## src/rtl/imu_poll_sequencer_pkg.sv

```systemverilog
// Shared types and constants for the IMU poll sequencer: FSM state encoding,
// default sensor command bytes, burst length and little-endian word helper.
package imu_poll_sequencer_pkg;

   typedef enum logic [2:0] {
      ST_IDLE   = 3'd0,
      ST_G_WAIT = 3'd1,
      ST_G_RD   = 3'd2,
      ST_A_WAIT = 3'd3,
      ST_A_RD   = 3'd4,
      ST_PUB    = 3'd5
   } imu_state_e;

   localparam logic [7:0] GYRO_ADDR_DEF = 8'hE8;
   localparam logic [7:0] ACCL_ADDR_DEF = 8'hF2;
   localparam logic [2:0] READ_LEN      = 3'd7;
   localparam int         AXIS_BYTES    = 6;

   typedef struct packed {
      logic signed [15:0] x;
      logic signed [15:0] y;
      logic signed [15:0] z;
   } axis3_t;

   function automatic logic signed [15:0] le_word(input logic [7:0] lo, input logic [7:0] hi);
      return {hi, lo};
   endfunction

endpackage

```

## src/rtl/imu_poll_sequencer_if.sv

```systemverilog
// Handshake bundle between the poll sequencer and spi_interface.
interface imu_poll_sequencer_if;
   logic       spi_sensor_select;
   logic       spi_write_start;
   logic [7:0] spi_write_data;
   logic [2:0] spi_write_count_bytes;
   logic       spi_write_ready;
   logic       spi_read_ready;
   logic [7:0] spi_read_data;

   modport master (
      output spi_sensor_select, spi_write_start, spi_write_data, spi_write_count_bytes,
      input  spi_write_ready, spi_read_ready, spi_read_data
   );

   modport slave (
      input  spi_sensor_select, spi_write_start, spi_write_data, spi_write_count_bytes,
      output spi_write_ready, spi_read_ready, spi_read_data
   );
endinterface

```

## src/rtl/imu_poll_sequencer_axis_assembler.sv

```systemverilog
// Six-byte indexed capture register shared by both sensors; presents the three
// little-endian signed axes including the byte being loaded this cycle.
module imu_axis_assembler
   import imu_poll_sequencer_pkg::*;
(
   input  logic       clk,
   input  logic       reset,
   input  logic       clear,
   input  logic       load,
   input  logic [7:0] data,
   output logic       done,
   output axis3_t     axes
);

   logic [AXIS_BYTES-1:0][7:0] bytes_r;
   logic [AXIS_BYTES-1:0][7:0] bytes_s;
   logic [2:0]                 cnt_r;

   // Next byte image; axes read from it so the final byte is usable on its strobe cycle
   always_comb begin
      for (int i = 0; i < AXIS_BYTES; i++) begin
         if (clear) begin
            bytes_s[i] = 8'h00;
         end else if (load && (cnt_r == 3'(i))) begin
            bytes_s[i] = data;
         end else begin
            bytes_s[i] = bytes_r[i];
         end
      end
      done   = load && (cnt_r == 3'(AXIS_BYTES - 1));
      axes.x = le_word(bytes_s[0], bytes_s[1]);
      axes.y = le_word(bytes_s[2], bytes_s[3]);
      axes.z = le_word(bytes_s[4], bytes_s[5]);
   end

   // Byte storage and write index
   always_ff @(posedge clk) begin
      if (reset) begin
         bytes_r <= '0;
         cnt_r   <= 3'd0;
      end else begin
         bytes_r <= bytes_s;
         if (clear) begin
            cnt_r <= 3'd0;
         end else if (load && (cnt_r < 3'(AXIS_BYTES))) begin
            cnt_r <= cnt_r + 3'd1;
         end else begin
            cnt_r <= cnt_r;
         end
      end
   end

endmodule

```

## src/rtl/imu_poll_sequencer.sv

```systemverilog
// Periodic gyro-then-accel burst reader for spi_interface; publishes all six
// axes together, with overrun and watchdog reporting.
module imu_poll_sequencer
   import imu_poll_sequencer_pkg::*;
#(
   parameter int unsigned SAMPLE_DIV  = 1000,
   parameter int unsigned TIMEOUT_CYC = 512,
   parameter logic [7:0]  GYRO_ADDR   = GYRO_ADDR_DEF,
   parameter logic [7:0]  ACCL_ADDR   = ACCL_ADDR_DEF
) (
   input  logic                 div_clk,
   input  logic                 reset,
   input  logic                 enable,
   imu_poll_sequencer_if.master spi,
   output logic signed [15:0]   gyro_x,
   output logic signed [15:0]   gyro_y,
   output logic signed [15:0]   gyro_z,
   output logic signed [15:0]   accel_x,
   output logic signed [15:0]   accel_y,
   output logic signed [15:0]   accel_z,
   output logic                 sample_valid,
   output logic                 overrun,
   output logic                 timeout_err,
   output logic                 busy
);

   localparam int              TMR_W    = (SAMPLE_DIV > 1) ? $clog2(SAMPLE_DIV) : 1;
   localparam int              WD_W     = (TIMEOUT_CYC > 1) ? $clog2(TIMEOUT_CYC) : 1;
   localparam logic [TMR_W-1:0] TMR_LAST = TMR_W'(SAMPLE_DIV - 1);
   localparam logic [WD_W-1:0]  WD_LAST  = WD_W'(TIMEOUT_CYC - 2);

   imu_state_e       state_r;
   logic [TMR_W-1:0] timer_r;
   logic [WD_W-1:0]  wd_r;
   logic             sel_r;
   logic [7:0]       data_r;
   logic [2:0]       count_r;
   axis3_t           gyro_sh_r;
   axis3_t           gyro_r;
   axis3_t           accel_r;
   logic             sample_valid_r;
   logic             overrun_r;
   logic             timeout_err_r;
   logic             busy_r;

   logic             tick_s;
   logic             in_wait_s;
   logic             in_rd_s;
   logic             start_s;
   logic             asm_load_s;
   logic             asm_done_s;
   axis3_t           asm_axes_s;

   // Sample-rate timer, held at zero while disabled
   always_ff @(posedge div_clk) begin
      if (reset) begin
         timer_r <= '0;
      end else if (!enable) begin
         timer_r <= '0;
      end else if (timer_r == TMR_LAST) begin
         timer_r <= '0;
      end else begin
         timer_r <= timer_r + TMR_W'(1);
      end
   end

   // Start is gated by write_ready directly so it can never assert while the interface is busy
   always_comb begin
      tick_s     = enable && (timer_r == TMR_LAST);
      in_wait_s  = (state_r == ST_G_WAIT) || (state_r == ST_A_WAIT);
      in_rd_s    = (state_r == ST_G_RD) || (state_r == ST_A_RD);
      start_s    = in_wait_s && spi.spi_write_ready;
      asm_load_s = in_rd_s && spi.spi_read_ready;
   end

   imu_axis_assembler u_asm (
      .clk   (div_clk),
      .reset (reset),
      .clear (start_s),
      .load  (asm_load_s),
      .data  (spi.spi_read_data),
      .done  (asm_done_s),
      .axes  (asm_axes_s)
   );

   // Sequencer FSM with registered command, status and axis outputs
   always_ff @(posedge div_clk) begin
      if (reset) begin
         state_r        <= ST_IDLE;
         wd_r           <= '0;
         sel_r          <= 1'b0;
         data_r         <= 8'h00;
         count_r        <= 3'd0;
         gyro_sh_r      <= '0;
         gyro_r         <= '0;
         accel_r        <= '0;
         sample_valid_r <= 1'b0;
         overrun_r      <= 1'b0;
         timeout_err_r  <= 1'b0;
         busy_r         <= 1'b0;
      end else begin
         sample_valid_r <= 1'b0;
         timeout_err_r  <= 1'b0;
         overrun_r      <= tick_s && (state_r != ST_IDLE);
         case (state_r)
            ST_IDLE: begin
               if (tick_s) begin
                  state_r <= ST_G_WAIT;
                  sel_r   <= 1'b0;
                  data_r  <= GYRO_ADDR;
                  count_r <= READ_LEN;
                  busy_r  <= 1'b1;
               end
            end
            ST_G_WAIT, ST_A_WAIT: begin
               if (start_s) begin
                  state_r <= (state_r == ST_G_WAIT) ? ST_G_RD : ST_A_RD;
                  wd_r    <= '0;
               end
            end
            ST_G_RD, ST_A_RD: begin
               // A final byte arriving on the expiry cycle still counts as success
               if (asm_done_s && (state_r == ST_G_RD)) begin
                  state_r   <= ST_A_WAIT;
                  sel_r     <= 1'b1;
                  data_r    <= ACCL_ADDR;
                  gyro_sh_r <= asm_axes_s;
               end else if (asm_done_s) begin
                  state_r        <= ST_PUB;
                  gyro_r         <= gyro_sh_r;
                  accel_r        <= asm_axes_s;
                  sample_valid_r <= 1'b1;
               end else if (wd_r == WD_LAST) begin
                  state_r       <= ST_IDLE;
                  timeout_err_r <= 1'b1;
                  busy_r        <= 1'b0;
               end else begin
                  wd_r <= wd_r + WD_W'(1);
               end
            end
            ST_PUB: begin
               state_r <= ST_IDLE;
               busy_r  <= 1'b0;
            end
            default: begin
               state_r <= ST_IDLE;
               busy_r  <= 1'b0;
            end
         endcase
      end
   end

   assign spi.spi_sensor_select     = sel_r;
   assign spi.spi_write_start       = start_s;
   assign spi.spi_write_data        = data_r;
   assign spi.spi_write_count_bytes = count_r;

   assign gyro_x       = gyro_r.x;
   assign gyro_y       = gyro_r.y;
   assign gyro_z       = gyro_r.z;
   assign accel_x      = accel_r.x;
   assign accel_y      = accel_r.y;
   assign accel_z      = accel_r.z;
   assign sample_valid = sample_valid_r;
   assign overrun      = overrun_r;
   assign timeout_err  = timeout_err_r;
   assign busy         = busy_r;

endmodule

```

## src/flat_wrapper.sv

```systemverilog
// flat-port wrapper written by rule: the top's interface ports become plain ports
module imu_poll_sequencer_flat import imu_poll_sequencer_pkg::*;
#(
   parameter int unsigned SAMPLE_DIV  = 1000,
   parameter int unsigned TIMEOUT_CYC = 512,
   parameter logic [7:0]  GYRO_ADDR   = GYRO_ADDR_DEF,
   parameter logic [7:0]  ACCL_ADDR   = ACCL_ADDR_DEF
)
  (div_clk, reset, enable, gyro_x, gyro_y, gyro_z, accel_x, accel_y, accel_z, sample_valid, overrun, timeout_err, busy, spi_spi_sensor_select, spi_spi_write_start, spi_spi_write_data, spi_spi_write_count_bytes, spi_spi_write_ready, spi_spi_read_ready, spi_spi_read_data);
  imu_poll_sequencer_if spi_i ();
  input  logic div_clk;
  input  logic reset;
  input  logic enable;
  output logic signed [15:0] gyro_x;
  output logic signed [15:0] gyro_y;
  output logic signed [15:0] gyro_z;
  output logic signed [15:0] accel_x;
  output logic signed [15:0] accel_y;
  output logic signed [15:0] accel_z;
  output logic sample_valid;
  output logic overrun;
  output logic timeout_err;
  output logic busy;
  output wire logic [$bits(spi_i.spi_sensor_select)-1:0] spi_spi_sensor_select;
  output wire logic [$bits(spi_i.spi_write_start)-1:0] spi_spi_write_start;
  output wire logic [$bits(spi_i.spi_write_data)-1:0] spi_spi_write_data;
  output wire logic [$bits(spi_i.spi_write_count_bytes)-1:0] spi_spi_write_count_bytes;
  input wire logic [$bits(spi_i.spi_write_ready)-1:0] spi_spi_write_ready;
  input wire logic [$bits(spi_i.spi_read_ready)-1:0] spi_spi_read_ready;
  input wire logic [$bits(spi_i.spi_read_data)-1:0] spi_spi_read_data;
  assign spi_spi_sensor_select = spi_i.spi_sensor_select;
  assign spi_spi_write_start = spi_i.spi_write_start;
  assign spi_spi_write_data = spi_i.spi_write_data;
  assign spi_spi_write_count_bytes = spi_i.spi_write_count_bytes;
  assign spi_i.spi_write_ready = spi_spi_write_ready;
  assign spi_i.spi_read_ready = spi_spi_read_ready;
  assign spi_i.spi_read_data = spi_spi_read_data;
  imu_poll_sequencer #(.SAMPLE_DIV(SAMPLE_DIV), .TIMEOUT_CYC(TIMEOUT_CYC), .GYRO_ADDR(GYRO_ADDR), .ACCL_ADDR(ACCL_ADDR)) u_core (.div_clk(div_clk), .reset(reset), .enable(enable), .spi(spi_i), .gyro_x(gyro_x), .gyro_y(gyro_y), .gyro_z(gyro_z), .accel_x(accel_x), .accel_y(accel_y), .accel_z(accel_z), .sample_valid(sample_valid), .overrun(overrun), .timeout_err(timeout_err), .busy(busy));
endmodule
```

## config.mk

```make
export PLATFORM = sky130hd
export DESIGN_NAME = imu_poll_sequencer_flat
export DESIGN_NICKNAME = d
export VERILOG_FILES = /design/src/rtl/imu_poll_sequencer_pkg.sv /design/src/rtl/imu_poll_sequencer_if.sv /design/src/rtl/imu_poll_sequencer_axis_assembler.sv /design/src/rtl/imu_poll_sequencer.sv /design/src/flat_wrapper.sv
export SDC_FILE = /design/constraint.sdc
export NUM_CORES = 1
export LEC_CHECK = 0
export BUFFER_PORTS_ARGS = -buffer_cell sky130_fd_sc_hd__clkbuf_2
export CAP_MARGIN = 20
export CORE_UTILIZATION = 25
export DETAILED_ROUTE_END_ITERATION = 8
export GPL_ROUTABILITY_DRIVEN = 0
export SETUP_SLACK_MARGIN = 0.15
export SLEW_MARGIN = 20
export SYNTH_ARGS = -nofsm -noshare
export SYNTH_HDL_FRONTEND = slang
export SYNTH_HIERARCHICAL = 1
export SYNTH_SLANG_ARGS = --single-unit
```

## constraint.sdc

```tcl
create_clock -name div_clk -period 3.3 [get_ports div_clk]
set_clock_uncertainty 0.1 [all_clocks]
set_input_delay 0.66 -clock div_clk [delete_from_list [all_inputs] [get_ports div_clk]]
set_output_delay 0.66 -clock div_clk [all_outputs]
set_load 0.03 [all_outputs]
```

Yosys cells after proc, flatten, opt, wreduce, memory -nomap -nowiden
Cells that the tools add are included.
- register bits: 231
- input port bits: 13
- output and inout bits: 113
- word-level logic and storage cells: 122
- $add $sub $neg: 3
- order comparisons: 1
- eq/ne operators: 19
- mux-type cells: 37
- bitwise operators: 4
- reduce and logical (&&, ||, !) cells: 32
- operators by type and width (cell ; count):
    $mux W8 ; 14
    $mux W9 ; 4
    $mux W3 ; 6
    $pmux W9 S2 ; 1
    $pmux W8 S2 ; 1
    $eq A3 B2 Y1 const B ; 4
    $logic_and A1 B1 Y1 ; 12
    $add A10 B1 Y10 const B ; 1
    $eq A10 B10 Y1 const B ; 1
    $reduce_and A5 Y1 ; 2
    $add A9 B1 Y9 const B ; 1
    $eq A3 B3 Y1 const B ; 3
    $eq A9 B9 Y1 const B ; 1
    $pmux W3 S3 ; 1
    $reduce_and A3 Y1 ; 3
    $mux W1 ; 8
    $ne A2 B2 Y1 const B ; 4
    $eq A3 B1 Y1 const B ; 2
    $logic_not A3 Y1 ; 2
    $ne A2 B1 Y1 const B ; 3
    $reduce_or A2 Y1 ; 3
    $reduce_or A3 Y1 ; 2
    $ne A4 B1 Y1 const B ; 1
    $not A1 Y1 ; 4
    other kinds (9) ; 12

Longest topological paths before layout
Gate-level depths: netlist of the first run.
- depth after elaboration: 7
- gate-level depth with buffers: 15
- mapped depth without buffers: 9

Cells and area by module
The synthesis of the first run kept the hierarchy.
- by module, submodules not included (module ; times used ; cells each ; area each (µm²) ; sequential area each (µm²)):
    imu_poll_sequencer ; 1 ; 815 ; 6466.2 ; 3483.3
    imu_axis_assembler ; 1 ; 236 ; 2152.1 ; 1021.0

Worst setup path after synthesis of the first run
OpenSTA, ideal clock, no wires.
- path kind: register -> register
- from: register u_core.state_r[1]
- to: register u_core.data_r[3], in the netlist u_core/spi.spi_write_data[3]
- setup time: 132 ps
- data arrival time: 2223 ps
- required time: 3068 ps
- path slack: 845 ps
- cell stages (with the launch flop): 16
- path buffers: 6
- period minus slack after synthesis: 2455 ps
- path through: dfxtp_1 buf_4 xnor2_1 nor2_1 and2_1 nand3_1 buf_6 inv_1 buf_2 nand2_1 or3_1 clkbuf_1 buf_2 buf_2 nand2_1 a21oi_1
- longest elaborated chain between the ends: 7
- elaborated cells between the ends (all ways): 13
- those cells by class: eq/ne: 4; mux: 1; reduce/logical: 8
- ends and longest elaborated chain (what ; RTL line ; source):
    start, declared ; imu_poll_sequencer.sv:32 ; imu_state_e state_r;
    start signal, assigned ; imu_poll_sequencer.sv:117 ; state_r <= (state_r == ST_G_WAIT) ? ST_G_RD : ST_A_RD;
    $eq A3 B2 Y1 or $eq A3 B3 Y1 (tied branches) ; imu_poll_sequencer.sv:71 ; in_rd_s = (state_r == ST_G_RD) || (state_r == ST_A_RD);
    $logic_or A1 B1 Y1 * ; imu_poll_sequencer.sv:71 ;
    $logic_and A1 B1 Y1 * ; imu_poll_sequencer.sv:73 ; asm_load_s = in_rd_s && spi.spi_read_ready;
    net u_core.asm_load_s ; imu_poll_sequencer.sv:50 ; logic asm_load_s;
    $logic_and A1 B1 Y1 * ; imu_poll_sequencer_axis_assembler.sv:30 ; done = load && (cnt_r == 3'(AXIS_BYTES - 1));
    net u_core.asm_done_s ; imu_poll_sequencer.sv:51 ; logic asm_done_s;
    $logic_and A1 B1 Y1 * ; imu_poll_sequencer.sv:123 ; if (asm_done_s && (state_r == ST_G_RD)) begin
    $ne A2 B1 Y1 (no line) * ; - ;
    $reduce_and A3 Y1 (no line) * ; - ;
    end signal, assigned ; imu_poll_sequencer.sv:92 ; data_r <= 8'h00;
    end signal, assigned ; imu_poll_sequencer.sv:110 ; data_r <= GYRO_ADDR;
    end signal, assigned ; imu_poll_sequencer.sv:126 ; data_r <= ACCL_ADDR;
    end, declared ; imu_poll_sequencer.sv:36 ; logic [7:0] data_r;
The timed path passes the listed nets; every way through them passes the cells marked *.
A chain may end at the register's enable or synchronous reset.

Worst setup path in the final report of the first run
- from: register u_core.state_r[0]
- to: output spi_spi_write_start
- longest elaborated chain between the ends: 3
- elaborated cells between the ends (all ways): 4
- those cells by class: eq/ne: 2; reduce/logical: 2
- ends and longest elaborated chain (what ; RTL line ; source):
    $eq A3 B1 Y1 or $eq A3 B2 Y1 (tied branches) ; imu_poll_sequencer.sv:70 ; in_wait_s = (state_r == ST_G_WAIT) || (state_r == ST_A_WAIT);
    $logic_or A1 B1 Y1 * ; imu_poll_sequencer.sv:70 ;
    $logic_and A1 B1 Y1 * ; imu_poll_sequencer.sv:72 ; start_s = in_wait_s && spi.spi_write_ready;
    end, declared ; flat_wrapper.sv:25 ; output wire logic [$bits(spi_i.spi_write_start)-1:0] spi_spi_write_start;
Every way passes the cells marked *; elsewhere a longest branch is shown, timed or not.

==> key figures, run 1 <==
Setup path
  • Critical Path RT: 2540 ps
  • Worst Setup End Kind: output port
  • Critical path launch point type: flop
  • Critical Path AT: about 2200 ps
  • Critical path type: flop to output port
  • Crit-path max FO: 26

Timing
  • Setup repair after global routing missed its margin: no
  • Endpoints failing hold: 0
  • Min cycle time layout: 2930 ps
  • Total negative slack: 0 ps
  • Final period utilization: 0.887
  • Max-slew violation count: 0
  • Hold Slack: between 300 and 400 ps
  • Highest Clock Rate: between 300 and 400 MHz
  • Final setup violation count: 0
  • Slew Limit Headroom: 0.322
  • Slew @ Worst Pin: 1020 ps

Detailed routing
  • WL/cell: 13.6 um
  • Final WL: approximately 22000 um
  • First drt pass iteration count: 5
  • Post-DRT Antenna Nets: 0
  • DRT iter0 DRCs: 261
  • DR vias/cell: between 4 and 5
  • Vias: 7001
  • # DRC: 0

Power and ir drop
  • Final Power: 5.68 mW
  • Pwr dens: 545 nW/um^2
  • Worst vdd ir: 0.326 mV
  • Leak: 4.17 nW

GRT
  • Gr busiest metal: met2
  • Global Route met3 Usage: 0.0238
  • Initial antenna violation count: 0
  • Largest net degree at the start of global routing: 104
  • Met2 usage in global routing: 0.202
  • First-pass GRT wire length: 35100 um
  • Total track usage: 0.122
  • Total grt overflow: 0
  • GR Layer Usage met1: 0.159
  • Vias in the first global route: 6579

Layout
  • # fillers: between 3000 and 4000
  • N_diodes: 0
  • Fin nets: 1156
  • Synth-to-layout area growth: 20.7%
  • Most frequent cells in the layout: nand2_1 (301), dfxtp_1 (225), a21oi_1 (156)
  • Commonest non-fill, non-tap cell in the layout: nand2_1
  • Cell area after layout: roughly 10000 um^2
  • Layout cells sized above 1: 0.164

Synth
  • Yosys warnings: 6
  • Distinct cells, synth: 51
  • Number of synthesized flops with an enable pin: 0
  • Avg Cell Area, Syn: 8.20 um^2
  • Seq/Total Area, Yosys: 0.523
  • Top_reg_cell synth: dfxtp_1
  • Ys async rst share: 0
  • Mapped Area: 8620 um^2
  • Syn Inst Count: 1051
  • Post-synthesis register bit count: 225

Floorplanning
  • Initial Util: 0.256
  • Number of cell rows: 67
  • Core area: 33700 um^2
  • Die area: 35200 um^2
  • I/O pin count: 126
  • Die height: 188 um
  • Die width: 188 um

CTS
  • CTS root buffer: clkbuf_16
  • Worst-path clk slew: 60 ps
  • Hold_buf cts: 0
  • Post-CTS Resized: 0
  • Skew-Pair Late Insertion Delay: ~520 ps
  • Setup bufs post-CTS: 0
  • CTS Buffer Depth: 3
  • Htree depth: 1
  • Total CTS buffers: 26
  • CTS tree: yes
  • Clk sinks: roughly 230

Job
  • Max-cap viol count: 0

Placed design
  • DP Area: 9540 um^2
  • IO Port Bufs: 123
  • Detailed placer's ending HPWL: approximately 14000 um

Status
  • Outcome: finished clean

Worst hold path
  • Class of the worst hold path: flop to flop
## where the power goes
group	internal, mW	switching (mW)
combinational	0.0159	0.0734
sequential	2.72	0.00106
clock	1.73	1.14
## stage by stage
stage	instances	worst slack, ps	utilization
finish	1602	374	0.309
global route	1602	184	0.309
CTS	1602	337	0.309
detailed placement	1555	476	0.283
global placement	1555	568	0.283
floorplan	1052	845	-
## kinds of logic (layout without fill, tap and decap cells)
kind of cell	Yosys count	after routing	synth area share
AO/OA/AOI/OAI	183	183	0.115
AND/OR/NAND/NOR	476	476	0.226
XOR/XNOR	8	8	0.00813
adder cells (fa/ha/maj)	9	9	0.0128
multiplexers	51	51	0.0592
flip-flops	225	225	0.523
buffers and inverters	98	200	0.0562
other	1	2	0.000435
## flip-flops by register name (all words and copies together) (netlist names), 3 cells and up
signal	cells
u_core/gyro_z	16
u_core/accel_z	16
u_core/wd_r	9
u_core/accel_x	16
u_core/gyro_sh_r	48
u_core/u_asm/bytes_r	48
u_core/timer_r	10
u_core/state_r	3
u_core/u_asm/cnt_r	3
u_core/gyro_x	16
u_core/spi.spi_write_data	3
u_core/accel_y	16
u_core/gyro_y	16
## synth_stat cells (8+ instances only)
cell	count	area (um^2)
inv_1	19	71.3
nand2_1	301	1130
clkbuf_1	38	143
nor2_1	115	432
a21oi_1	156	781
nor3_1	10	50.1
mux2i_1	51	510
ha_1	8	100
buf_2	17	85.1
dfxtp_1	225	4500
buf_4	15	113
nand3_1	15	75.1
## path summary, 6_finish.rpt
check,from,to,slack [ps],depth (start not counted)
max,u_core/state_r[0],spi_spi_write_start,370,3
min,u_core/gyro_sh_r[12],u_core/gyro_z[12],350,2
max reg2reg,u_core/state_r[2],u_core/gyro_sh_r[5],440,9
min reg2reg,u_core/gyro_sh_r[12],u_core/gyro_z[12],350,2
## per-layer routing
| metal | up-vias | share of wire |
|---|---|---|
| li1 | 3599 | - |
| met2 | 136 | 0.46 |
| met1 | 3234 | 0.47 |
| met3 | 32 | 0.047 |
| met5 | - | 0 |
| met4 | 0 | 0.020 |
## final cells by class
cell class | instances | area [um^2] | area share
clock buffers | 36 | 739 | 0.0711
flip-flops and latches | 225 | 4500 | 0.433
clock inverters | 11 | 121 | 0.0117
multi-input cells | 729 | 3660 | 0.351
inverters | 19 | 71.3 | 0.00685
repair buffers | 134 | 751 | 0.0721
well taps | 448 | 561 | 0.0539
## critical path, stage by stage, from the launching register on
cell      delay, ps
dfxtp_1         610
nand3_1         260
inv_2           470
clkbuf_2        300
Power figures use the tool's default switching activity.
==> run 2: changes to the inputs <==
--- a/config.mk
+++ b/config.mk
@@ -10,6 +10,7 @@
 export CORE_UTILIZATION = 25
 export DETAILED_ROUTE_END_ITERATION = 8
 export GPL_ROUTABILITY_DRIVEN = 0
+export PLACE_DENSITY = 0.44
 export SETUP_SLACK_MARGIN = 0.15
 export SLEW_MARGIN = 20
 export SYNTH_ARGS = -nofsm -noshare
==> run 2 against run 1 <==
Maximum frequency increased by 1.7%. Cell count rose by 0.69%. Sequential share of layout area shrank 0.78 points. Clock power grew 13%. Non-clock buffer count increased by 6. Hold slack gained 4.4 ps. Utilization rose by 0.56 points. Worst setup slack improved by 50 ps. Clock-buffer cell count grew 4. Die area is the same. Combinational power down 2%. Highest routed layer unchanged.
==> key figures, run 2 (synthesis gave the netlist of run 1 again) <==
Setup path
  • Critical path launch point type: flop
  • Crit-path max FO: 27 (+3.8%)
  • Crit-path cells: buf_4 > inv_1 > nand3_1 > inv_2 > clkbuf_2
  • Reg2reg start: u_core/state_r[1]
  • CP max stage delay: 470 ps (-140 ps)
  • Worst Setup End Kind: output port
  • WP buf/inv: 4 (+2)
  • Critical path type: flop to output port
  • Critical Path RT: 2540 ps (about the same)
  • Flop2flop setup slack: 580 ps (+140 ps)
  • Reg-to-reg endpoint: u_core/gyro_sh_r[32]
  • CP endpoint: spi_spi_write_start
  • Worst path depth: 5 (+2)
  • Slowest cell on the critical path: inv_2
  • Critical path's top delay family: buffers and inverters
  • Critical Path AT: 2120 ps (-50 ps)
  • Worst Setup SP: u_core/state_r[2]
  • Worst Reg-to-Reg Cells: 10 (+1)

Worst hold path
  • Hold path depth: 2 (unchanged)
  • Class of the worst hold path: flop to flop
  • Worst min-delay path startpoint: u_core/accel_y[6]

GRT
  • Initial antenna violation count: 0 (unchanged)
  • Largest net degree at the start of global routing: 76 (-27%)
  • Vias in the first global route: 6678 (+1.5%)
  • Total grt overflow: 0 (unchanged)
  • First-pass GRT wire length: 36900 um (+5.1%)
  • Total track usage: 0.129 (+0.00713)

CTS
  • CTS tree: yes
  • Clk sinks: 225 (unchanged)
  • Htree depth: 1 (unchanged)
  • Skew-Pair Late Insertion Delay: 540 ps (+20 ps)
  • Post-CTS Resized: 0 (unchanged)
  • CTS root buffer: clkbuf_16
  • Setup bufs post-CTS: 0 (unchanged)
  • CTS Buffer Depth: 3 (unchanged)
  • Total CTS buffers: 28 (+7.7%)
  • Hold_buf cts: 0 (unchanged)
  • Worst-path clk slew: 60 ps (about the same)

Timing
  • Endpoints failing hold: 0 (unchanged)
  • Setup repair after global routing missed its margin: no
  • Hold Slack: 351 ps (+4.43 ps)
  • Max-slew violation count: 0 (unchanged)
  • Final period utilization: 0.872 (-0.0151)
  • Slew Limit Headroom: 0.469 (+0.147)
  • Min cycle time layout: 2880 ps (-49.9 ps)
  • Slew @ Worst Pin: 796 ps (-221 ps)
  • Total negative slack: 0 ps (unchanged)
  • Highest Clock Rate: 348 MHz (+1.7%)
  • Final setup violation count: 0 (unchanged)

Layout
  • Fin nets: 1164 (+0.69%)
  • Layout Utilization: 0.314 (+0.00564)
  • Layout cells sized above 1: 0.173 (+0.00961)
  • Biggest regs: u_core/gyro_sh_r: 48 flops, u_core/u_asm/bytes_r: 48 flops
  • Commonest non-fill, non-tap cell in the layout: nand2_1
  • N_diodes: 0 (unchanged)
  • # fillers: 3672 (+0.38%)
  • Synth-to-layout area growth: 22.9%
  • Finished Layout Cells: 1613 (+0.69%)
  • Most frequent cells in the layout: nand2_1 (301), dfxtp_1 (225), a21oi_1 (156)

Placed design
  • Inst Count DP: 1561 (+0.39%)
  • Detailed placer's ending HPWL: 14800 um (+3.7%)
  • IO Port Bufs: 123 (unchanged)

Power and ir drop
  • Worst vdd ir: 0.352 mV (+8.0%)
  • Sequential share of power: 0.449 (-0.030)
  • Combinational Power Share: 0.014 (-0.002)
  • Pwr dens: 572 nW/um^2 (+4.8%)
  • Net switching power: 1.27 mW (+4.7%)
  • Clk network pwr share: 0.537 (+0.032)
  • Sw Ratio: 0.210 (-0.00403)
  • Int Power: 4.78 mW (+7.3%)
  • Leak: 4.27 nW (+2.4%)

Detailed routing
  • WL/cell: 14.2 um (+4.6%)
  • Post-DRT Antenna Nets: 0 (unchanged)
  • Final WL: 23000 um (+5.3%)
  • DRT iter0 DRCs: 357 (+37%)
  • DR vias/cell: 4.34 (-0.77%)
  • First drt pass iteration count: 4 (-1)
  • Vias: 6995 (-0.086%)
  • # DRC: 0 (unchanged)

Floorplanning
  • Die width: 188 um (unchanged)
  • Die area: 35200 um^2 (unchanged)
  • Core area: 33700 um^2 (unchanged)
  • Die height: 188 um (unchanged)
  • Initial Util: 0.256 (unchanged)
  • I/O pin count: 126 (unchanged)
  • Number of cell rows: 67 (unchanged)

Job
  • Max-cap viol count: 0 (unchanged)

Status
  • Outcome: finished clean
[run 2: cell types whose count changed in the layout (fill, tap and decap cells not counted), sizes merged]
cell    previous run  this run
bufinv             2         4
clkbuf           158       162
buf               12        18
inv               21        19
clkinv             5         6
[run 2: worst min-delay path by stage]
| stage | to |
|---|---|
| after floorplan | u_core/timer_r[0] |
| after global placement | u_core/accel_y[11] |
| after detailed placement | u_core/gyro_y[3] |
| after CTS | u_core/state_r[0] |
| after global routing | u_core/state_r[0] |
| final | u_core/accel_y[6] |
[run 2: per-layer routing]
metal	GRT usage	wire, um
met3	0.0232	884
met1	0.179	11300
met4	0.0331	357
met2	0.206	10400
met5	0	0
[run 2: final cells by class]
cell class	count	area [um^2]	share of cell area
multi-input cells	729	3660	0.345
flip-flops and latches	225	4500	0.425
repair buffers	140	796	0.0751
well taps	448	561	0.0529
inverters	19	71.3	0.00673
clock buffers	40	826	0.0779
clock inverters	12	180	0.0170
[run 2: power groups by stage]
stage | sequential (mW) | clock, mW | combinational (mW)
floorplan | 2.78 | 0 | 0.0486
global placement | 2.78 | 0 | 0.0911
detailed placement | 2.78 | 0 | 0.0912
CTS | 2.72 | 3.36 | 0.0914
global route | 2.72 | 3.50 | 0.0962
finish | 2.72 | 3.25 | 0.0875
[run 2: worst reg2reg max path, stage by stage, from the launching register on]
cell and delay, ps:
dfxtp_1 510, xnor2_1 180, nor2_1 140, and2_1 170
nand3_1 100, inv_1 100, nand2_1 90, or3_2 730
buf_12 300, nand2_1 90, a21oi_1 60
[run 2: metrics by stage]
step / total power, mW / worst slack [ps] / instance area, um^2
6_report: 6.06 / 424 / 10600
5_1_grt: 6.32 / 234 / 10600
4_1_cts: 6.17 / 348 / 10600
3_5_place_dp: 2.87 / 587 / 9590
3_3_place_gp: 2.87 / 636 / 9590
2_1_floorplan: 2.83 / 845 / 8620
==> run 3: changes to the inputs <==
--- a/config.mk
+++ b/config.mk
@@ -11,9 +11,11 @@
 export DETAILED_ROUTE_END_ITERATION = 8
 export GPL_ROUTABILITY_DRIVEN = 0
 export PLACE_DENSITY = 0.44
+export REMOVE_ABC_BUFFERS = 1
 export SETUP_SLACK_MARGIN = 0.15
 export SLEW_MARGIN = 20
 export SYNTH_ARGS = -nofsm -noshare
 export SYNTH_HDL_FRONTEND = slang
 export SYNTH_HIERARCHICAL = 1
 export SYNTH_SLANG_ARGS = --single-unit
+export TNS_END_PERCENT = 100
==> run 3 against run 2 <==
Critical path type unchanged. Largest cell class unchanged. Sequential power about the same. Combinational power increased by 3.0%. First-iteration DRC count decreased by 24%.
==> key figures, run 3 (synthesis gave the netlist of run 1 again) <==
Status
  • Outcome: finished clean

CTS
  • CTS root buffer: clkbuf_16
  • Hold_buf cts: 0 (unchanged)
  • CTS tree: yes
  • Skew-Pair Late Insertion Delay: 530 ps (about the same)
  • CTS Buffer Depth: 3 (unchanged)
  • Total CTS buffers: 27 (-3.6%)
  • Post-CTS Resized: 0 (unchanged)
  • Htree depth: 1 (unchanged)
  • Clk sinks: 225 (unchanged)
  • Setup bufs post-CTS: 0 (unchanged)
  • Worst-path clk slew: 60 ps (about the same)

Setup path
  • Reg-to-reg endpoint: u_core/gyro_sh_r[12]
  • CP max stage delay: 610 ps (+140 ps)
  • Slowest cell on the critical path: dfxtp_1
  • Reg2reg start: u_core/state_r[2]
  • Critical path launch point type: flop
  • Crit-path cells: nand3_1 > inv_2 > clkbuf_2
  • Worst Setup End Kind: output port
  • Critical path type: flop to output port
  • Critical path's top delay family: buffers and inverters
  • Worst Setup SP: u_core/state_r[0]
  • Crit-path max FO: 26 (-3.7%)
  • Flop2flop setup slack: 590 ps (about the same)
  • Worst Reg-to-Reg Cells: 10 (unchanged)
  • Critical Path AT: 2180 ps (+60 ps)
  • WP buf/inv: 2 (-2)
  • Critical Path RT: 2540 ps (about the same)

Job
  • Max-cap viol count: 0 (unchanged)

Timing
  • Slew Limit Headroom: 0.498 (+0.0283)
  • Hold Slack: 352 ps (+1.03 ps)
  • Total negative slack: 0 ps (unchanged)
  • Max-slew violation count: 0 (unchanged)
  • Final period utilization: 0.890 (+0.0185)
  • Final setup violation count: 0 (unchanged)
  • Highest Clock Rate: 340 MHz (-2.1%)
  • Setup repair after global routing missed its margin: no
  • Slew @ Worst Pin: 752 ps (-43.7 ps)
  • Endpoints failing hold: 0 (unchanged)
  • Min cycle time layout: 2940 ps (+60.9 ps)

Floorplanning
  • Die height: 188 um (unchanged)
  • Number of cell rows: 67 (unchanged)
  • Die area: 35200 um^2 (unchanged)
  • Core area: 33700 um^2 (unchanged)
  • I/O pin count: 126 (unchanged)
  • Initial Util: 0.256 (unchanged)
  • Die width: 188 um (unchanged)

Worst hold path
  • Worst min-delay path startpoint: u_core/gyro_sh_r[44]
  • WHS Endpoint: u_core/gyro_x[12]
  • Class of the worst hold path: flop to flop
  • Hold path depth: 2 (unchanged)

Power and ir drop
  • Worst vdd ir: 0.337 mV (-4.2%)
  • Pwr dens: 542 nW/um^2 (-5.2%)
  • Leak: 4.20 nW (-1.6%)
  • Final Power: 5.66 mW (-6.6%)

Layout
  • N_diodes: 0 (unchanged)
  • Layout Utilization: 0.310 (-0.00442)
  • Biggest regs: u_core/gyro_sh_r: 48 flops, u_core/u_asm/bytes_r: 48 flops
  • Fin nets: 1162 (-0.17%)
  • Sequential cell area: 4500 um^2 (unchanged)
  • Layout cells sized above 1: 0.167 (-0.00644)
  • # fillers: 3710 (+1.0%)
  • Multi-input logic area: 3660 um^2 (unchanged)
  • Commonest non-fill, non-tap cell in the layout: nand2_1
  • Cell area after layout: 10400 um^2 (-1.4%)
  • Synth-to-layout area growth: 21.2%
  • Most frequent cells in the layout: nand2_1 (301), dfxtp_1 (225), a21oi_1 (156)

GRT
  • Vias in the first global route: 6810 (+2.0%)
  • First-pass GRT wire length: 37400 um (+1.4%)
  • Largest net degree at the start of global routing: 149 (+96%)
  • Initial antenna violation count: 0 (unchanged)
  • Total track usage: 0.130 (+0.00102)
  • Total grt overflow: 0 (unchanged)

Detailed routing
  • Vias: 7046 (+0.73%)
  • Post-DRT Antenna Nets: 0 (unchanged)
  • First drt pass iteration count: 4 (unchanged)
  • Final WL: 23100 um (+0.78%)
  • DR vias/cell: 4.39 (+1.3%)
  • DRT iter0 DRCs: 271 (-24%)
  • WL/cell: 14.4 um (+1.3%)
  • # DRC: 0 (unchanged)

Placed design
  • IO Port Bufs: 123 (unchanged)
  • DP Area: 9590 um^2 (about the same)
  • Detailed placer's ending HPWL: 14800 um (+0.17%)
[run 3: how the worst max path moves through the flow]
stage,slack [ps],endpoint,cells past startpoint
floorplan,-1620,u_core/spi.spi_write_data[4],9
global placement,680,u_core/gyro_sh_r[12],10
detailed placement,620,u_core/gyro_sh_r[5],10
CTS,330,spi_spi_write_start,3
global route,190,spi_spi_write_start,3
finish,360,spi_spi_write_start,3
[run 3: power breakdown]
| part | internal (mW) | switching, mW | leakage (nW) |
|---|---|---|---|
| clock | 1.72 | 1.13 | 0.419 |
| sequential | 2.72 | 0.00103 | 1.81 |
| combinational | 0.0161 | 0.0740 | 1.97 |
[run 3: per-layer routing]
metal  up-vias  global-route usage  share of wire
li1       3609                   -              -
met1      3292               0.180           0.50
met2       112               0.209           0.44
met3        33              0.0258          0.042
met4         0              0.0285          0.019
met5         -                   0              0
[run 3: per-stage QoR]
step | std cells | setup slack (ps)
detailed placement | 1560 | 621
global route | 1604 | 187
floorplan | 973 | -1620
CTS | 1604 | 329
global placement | 1560 | 683
finish | 1604 | 363
[run 3: cell type report]
class | count | area share
clock buffers | 38 | 0.0753
clock inverters | 6 | 0.00623
inverters | 19 | 0.00683
multi-input cells | 729 | 0.350
flip-flops and latches | 225 | 0.431
well taps | 448 | 0.0537
repair buffers | 139 | 0.0767
[run 3: worst register-to-register path, delay by kind of cell, from the launching register on]
family | cells | cell delay [ps]
and+or+nand+nor | 6 | 1250
xor gates and xnor gates | 1 | 210
AOI/OAI and AO/OA | 1 | 60
buffers and inverters | 2 | 330
DFF | 1 | 610
